<file path="config.mk">
export PLATFORM = sky130hd
export DESIGN_NAME = io_input_conditioner
export DESIGN_NICKNAME = d
export VERILOG_FILES = /design/src/rtl/io_cond_pkg.sv /design/src/rtl/io_input_conditioner_debounce_bit.sv /design/src/rtl/io_input_conditioner.sv
export SDC_FILE = /design/constraint.sdc
export NUM_CORES = 1
export LEC_CHECK = 0
export BUFFER_PORTS_ARGS = -buffer_cell sky130_fd_sc_hd__buf_2
export CAP_MARGIN = 30
export CORE_MARGIN = 1.5
export CORE_UTILIZATION = 55
export DETAILED_ROUTE_END_ITERATION = 7
export GPL_ROUTABILITY_DRIVEN = 0
export GPL_TIMING_DRIVEN = 0
export PLACE_DENSITY = 0.73
export SYNTH_ARGS = -nofsm -noshare
export SYNTH_HDL_FRONTEND = slang
export SYNTH_SLANG_ARGS = --single-unit
</file>
<file path="constraint.sdc">
create_clock -name clk_i -period 3.9 [get_ports clk_i]
set_clock_uncertainty 0.05 [all_clocks]
set_input_delay 0.78 -clock clk_i [delete_from_list [all_inputs] [get_ports clk_i]]
set_output_delay 0.78 -clock clk_i [all_outputs]
set_load 0.005 [all_outputs]
</file>
<file path="src/rtl/io_cond_pkg.sv">
// io_cond_pkg: shared idle levels, default debounce window and counter sizing helper
package io_cond_pkg;
    localparam int DEFAULT_DEBOUNCE_CYCLES = 1_000_000;
    localparam logic SW_IDLE = 1'b0;
    localparam logic BTN_IDLE = 1'b1;

    function automatic int cnt_width(int n);
        return $clog2(n);
    endfunction
endpackage

</file>
<file path="src/rtl/io_input_conditioner_debounce_bit.sv">
// debounce_bit: 2-flop synchroniser followed by a consecutive-disagreement counter for one input bit
module debounce_bit
    import io_cond_pkg::*;
#(
    parameter int   DEBOUNCE_CYCLES = DEFAULT_DEBOUNCE_CYCLES,
    parameter logic RESET_VAL       = 1'b0
) (
    input  logic clk_i,
    input  logic rst_i,
    input  logic raw_i,
    output logic stable_o
);
    localparam int CW = cnt_width(DEBOUNCE_CYCLES);
    localparam logic [CW-1:0] CNT_MAX = CW'(DEBOUNCE_CYCLES - 1);

    logic s1, s2;
    logic [CW-1:0] cnt;

    // any cycle where the synchronised level agrees with stable restarts the window
    always_ff @(posedge clk_i) begin
        if (rst_i) begin
            s1       <= RESET_VAL;
            s2       <= RESET_VAL;
            stable_o <= RESET_VAL;
            cnt      <= '0;
        end else begin
            s1 <= raw_i;
            s2 <= s1;
            if (s2 == stable_o) begin
                cnt <= '0;
            end else if (cnt == CNT_MAX) begin
                stable_o <= s2;
                cnt      <= '0;
            end else begin
                cnt <= cnt + 1'b1;
            end
        end
    end
endmodule

</file>
<file path="src/rtl/io_input_conditioner.sv">
// io_input_conditioner: synchronises and debounces switches and buttons; IO_COND_PRESS_PULSE_EN adds a one-cycle press pulse per button
module io_input_conditioner
    import io_cond_pkg::*;
#(
    parameter int NUM_SW          = 10,
    parameter int NUM_BTN         = 4,
    parameter int DEBOUNCE_CYCLES = DEFAULT_DEBOUNCE_CYCLES
) (
    input  logic               clk_i,
    input  logic               rst_i,
    input  logic [NUM_SW-1:0]  sw_i,
    input  logic [NUM_BTN-1:0] key_i,
    output logic [NUM_SW-1:0]  sw_o,
    output logic [NUM_BTN-1:0] btn_o,
    output logic [NUM_BTN-1:0] btn_press_o
);
    for (genvar i = 0; i < NUM_SW; i++) begin : g_sw
        debounce_bit #(.DEBOUNCE_CYCLES(DEBOUNCE_CYCLES), .RESET_VAL(SW_IDLE)) u_db (
            .clk_i   (clk_i),
            .rst_i   (rst_i),
            .raw_i   (sw_i[i]),
            .stable_o(sw_o[i])
        );
    end

    for (genvar i = 0; i < NUM_BTN; i++) begin : g_btn
        debounce_bit #(.DEBOUNCE_CYCLES(DEBOUNCE_CYCLES), .RESET_VAL(BTN_IDLE)) u_db (
            .clk_i   (clk_i),
            .rst_i   (rst_i),
            .raw_i   (key_i[i]),
            .stable_o(btn_o[i])
        );
    end

`ifdef IO_COND_PRESS_PULSE_EN
    logic [NUM_BTN-1:0] btn_prev;

    // buttons are active-low, so a press is a falling edge of the debounced level
    always_ff @(posedge clk_i) begin
        if (rst_i) begin
            btn_prev <= {NUM_BTN{BTN_IDLE}};
        end else begin
            btn_prev <= btn_o;
        end
    end

    assign btn_press_o = btn_prev & ~btn_o;
`else
    assign btn_press_o = '0;
`endif
endmodule

</file>
=== Word-level counts from Yosys, hierarchy flattened ===
Index checks and enable logic that the tools add are counted.

* $add $sub $neg: 14
* Equality and inequality tests: 28
* Bitwise gates (word level): 14
* Reductions and logical operators: 28

{| class="wikitable"
|+ Operator list
! cell !! count
|-
| $add A20 B1 Y20 const B || 14
|-
| $eq A20 B20 Y1 const B || 14
|-
| $reduce_or A3 Y1 || 14
|-
| $reduce_and A2 Y1 || 14
|-
| $eq A1 B1 Y1 || 14
|-
| $not A1 Y1 || 14
|}

* Flip-flop bits (word level): 322
* Input bits: 16
* Output and inout bits: 18

=== Depth between registers and ports, before layout ===
* Word-level depth: 3
* Mapped depth: 7
* Mapped depth without buffers: 5

=== Modules after synthesis ===
A second synthesis with hierarchy kept.

* Cell total of the unflattened synthesis: 1621
* Area, all modules: 14636.5 um^2

{| class="wikitable"
|+ By module, submodules not included
! module !! instances !! cells each !! area an instance (um^2) !! sequential area each (um^2)
|-
| debounce_bit at g_sw[0].u_db ... || 9 || 116 || 1058.5 || 460.4
|-
| debounce_bit at g_btn[0].u_db ... || 4 || 114 || 1017.2 || 460.4
|-
| debounce_bit at g_sw[9].u_db || 1 || 116 || 1007.2 || 460.4
|-
| io_input_conditioner || 1 || 5 || 33.8 || 0.0
|}

=== Worst setup path before layout ===
OpenSTA, ideal clock, no wires.

* Path type: in2reg
* Start point: input port rst_i
* End point: register g_btn[2].u_db.cnt[10]
* Setup time: 128 ps
* Data arrival time: 1998 ps
* Path slack: 1724 ps
* Stages on the path: 6
* Cell sequence: clkbuf_1 > clkbuf_1 > nor2_1 > o21ai_1 > clkbuf_1 > nor2_1

* Cells in the longest elaborated chain, start to end: 1

{| class="wikitable"
|+ Ends and longest elaborated chain
! item !! RTL line !! RTL
|-
| start, declared || io_input_conditioner.sv:10 || <nowiki>input logic rst_i,</nowiki>
|-
| $reduce_or A3 Y1 (no source line) || -- ||
|-
| end signal, assigned || io_input_conditioner_debounce_bit.sv:35 || <nowiki>cnt <= cnt + 1'b1;</nowiki>
|-
| end, declared || io_input_conditioner_debounce_bit.sv:17 || <nowiki>logic [CW-1:0] cnt;</nowiki>
|}

No other way between the ends.
A chain may end at the register's enable or synchronous reset.

=== Final worst setup path ===
* Start point: input port rst_i
* End point: register g_btn[2].u_db.cnt[5]

The elaborated chain is that of the path after synthesis.

==> impl_metrics.env <==
export IMPL_p_seq_share_pct=48.6
export IMPL_synth_seq_cells=322
export IMPL_synthTopCellsByArea="dfxtp_1, xnor2_1, nor2_1, xor2_1, nand3_1"
export IMPL_switching_share_pct=20.39
export IMPL_pwr_share_comb_pct=1.2
export IMPL_synth_top_area_share_pct=45.42
export IMPL_holdPathStages=1
export IMPL_pre_cts_slack_ns=0.8691
export IMPL_synth_seq_area_share_pct=45.42
export IMPL_syn_area_um2=14190
export IMPL_drive_above_1_share_pct=9.402
export IMPL_drv_slew=0
export IMPL_postCtsResizedCells=0
export IMPL_worstHoldStart="g_btn[3].u_db.s1"
export IMPL_core_area_um2=25250
export IMPL_fin_area_um2=15960
export IMPL_switching_power_uw=1392
export IMPL_viasPerCell=5.527
export IMPL_hpwl_um=18670
export IMPL_synth_edff_count=0
export IMPL_powerDensity_nw_per_um2=427.6
export IMPL_drt_pass1_iterations=5
export IMPL_synth_top_area_cell="dfxtp_1"
export IMPL_post_cts_setup_buffers=0
export IMPL_fmax_ghz=0.4054
export IMPL_fill_cells=2173
export IMPL_route_vias_total=11350
export IMPL_ir_drop_mv=0.3684
export IMPL_ys_flop_type="dfxtp_1"
export IMPL_seq_area_um2=6446
export IMPL_routed_wl_um=27300
export IMPL_pwr_share_clk_pct=50.2
export IMPL_p_leak_uw=0.004829
export IMPL_cp_required_ns=4.23
export IMPL_grt_pass1_vias=10630
export IMPL_relSlewSlack_pct=40.82
export IMPL_rsz0062_at_grt="false"
export IMPL_r2r_slack_ns=1.51
export IMPL_hold_buffers=0
export IMPL_arrival_ns=2.80
export IMPL_row_count=58
export IMPL_startpoint_type="input port"
export IMPL_overflow=0
export IMPL_rr_startpoint="g_btn[3].u_db.cnt[0]"
export IMPL_p_int_uw=5433
export IMPL_setup_viol=0
export IMPL_synth_cells=1630
export IMPL_grt_max_degree=15
export IMPL_tns_ns=0
export IMPL_netlist_top_cells_count="dfxtp_1, nor2_1, nand3_1"
export IMPL_crit_type="in2reg"
export IMPL_io_buffers=28
export IMPL_area_delta_synth_final_pct=12.44
export IMPL_clkSlewWorstSetupHoldPaths_ns=0.06
export IMPL_tritoncts="done"
export IMPL_antenna_found_initial=0
export IMPL_multiInputGateArea_um2=7156
export IMPL_synth_area_per_cell_um2=8.708
export IMPL_cts_buffers=35
export IMPL_antenna_cells=0
export IMPL_clkLatencyLatePin_ns=0.52
export IMPL_die_x_um=163.6
export IMPL_pin_count=34
export IMPL_fin_crit_sh_pct=63.25
export IMPL_ys_types=54
export IMPL_clock_sinks=322
export IMPL_synth_most_common_cell="dfxtp_1"
export IMPL_place_inst=1991
export IMPL_ff2ff_path_depth=6
export IMPL_fin_cells=2053
export IMPL_end_kind="register"
export IMPL_die_area_um2=26780
export IMPL_run_status="complete, no violations"
export IMPL_die_h_um=163.6
export IMPL_ant_nets=0
export IMPL_hp_class="reg2reg"
export IMPL_cap_violations=0
export IMPL_drt_iter0_drc=660
export IMPL_timing_rr_end="g_btn[3].u_db.cnt[12]"
export IMPL_initial_core_util_pct=56.20
export IMPL_clockRootBuffer="clkbuf_16"
export IMPL_grt_pass1_wl_um=47350
export IMPL_nNetsFinal=1728
export IMPL_min_to="g_btn[3].u_db.s2"
export IMPL_yosysWarnings=0
export IMPL_track_usage_pct=20.79
export IMPL_crit_path_max_fanout=10
export IMPL_period_needed_ns=2.467
export IMPL_wl_per_cell_um=13.30
export IMPL_place_area_um2=14760
export IMPL_setup_slack_ns=1.433
export IMPL_drc=0
export IMPL_cts_htree_levels=2
export IMPL_tightest_slew_ns=0.8877
export IMPL_async_flop_share_pct=0
export IMPL_finalHoldViolCount=0
export IMPL_clockBufferDepth=3
-- kinds of logic (layout without fill, tap and decap cells) --
kind of cell / count (synthesis) / after routing / share of synthesized area, %
AO/OA/AOI/OAI: 224 / 224 / 9.186
other: 1 / 4 / 0.02642
multiplexers: 1 / 1 / 0.07052
flip-flops: 322 / 322 / 45.42
buffers and inverters: 131 / 221 / 4.249
AND/OR/NAND/NOR: 763 / 763 / 29.08
adder cells (fa/ha/maj): 14 / 14 / 1.234
XOR/XNOR: 174 / 174 / 10.74
-- power groups by stage --
stage          Clock, uW  Sequential (uW)  Combinational, uW
2_1_floorplan          0             3390               55.1
3_3_place_gp           0             3390               84.1
3_5_place_dp           0             3390               85.9
4_1_cts             3500             3320               86.3
5_1_grt             3640             3320               94.4
6_report            3420             3320               84.3
-- placed cells by master (no fill, tap or decap), types with 41 or more instances in the layout --
master and count:
nor2_1 206, dfxtp_1 322, or4_1 48, or3_1 68
xnor2_1 105, inv_1 63, nand2_1 86, nor3_1 41
nand3_1 110, a21oi_1 97, xor2_1 69, o21ai_0 69
-- registers in the layout, indices dropped and copies added (netlist names) --
signal / count
g_btn.u_db.cnt: 80
g_btn.u_db.s1: 4
g_btn.u_db.s2: 4
g_btn.u_db.stable_o: 4
g_sw.u_db.cnt: 200
g_sw.u_db.s1: 10
g_sw.u_db.s2: 10
g_sw.u_db.stable_o: 10
-- how the worst max path moves through the flow --
stage                      from               endpoint  slack [ns]  depth (start not counted)
after floorplan           rst_i  g_btn[2].u_db.cnt[10]        1.72                          6
after global placement    rst_i  g_btn[2].u_db.cnt[12]        0.88                          6
after detailed placement  rst_i   g_btn[2].u_db.cnt[5]        0.87                          6
after CTS                 rst_i   g_btn[2].u_db.cnt[5]        1.41                          6
after global routing      rst_i   g_btn[2].u_db.cnt[5]        1.26                          6
final                     rst_i   g_btn[2].u_db.cnt[5]        1.43                          6
-- per-stage QoR --
stage          util [%]  hold WS, ns  total power (uW)
3_3_place_gp      58.44       0.3406              3473
4_1_cts           63.19       0.3569              6904
6_report          63.19       0.3562              6825
3_5_place_dp      58.44       0.3478              3476
5_1_grt           63.19       0.3772              7050
2_1_floorplan         -       0.3395              3442
-- metal layers --
metal,part of all wire [%],GRT usage [%],vias to the layer above
met5,0,0,-
met4,2.7,7.107,0
met3,3.1,3.073,54
met2,46,35.06,145
met1,48,27.10,5250
li1,-,-,5898
-- critical path, cell delays in order --
cell,delay [ns]
clkbuf_1,0.54
clkbuf_1,0.47
nor2_1,0.10
o21ai_1,0.39
clkbuf_1,0.40
nor2_1,0.10
-- cell type report --
| type | count | area share [%] |
|---|---|---|
| clock buffers | 49 | 6.382 |
| flip-flops and latches | 322 | 40.39 |
| multi-input cells | 1180 | 44.84 |
| repair buffers | 28 | 0.8781 |
| well taps | 330 | 2.587 |
| plain buffers | 68 | 2.297 |
| inverters | 63 | 1.482 |
| clock inverters | 13 | 1.145 |
No activity file was read; power rests on OpenSTA's default activity.
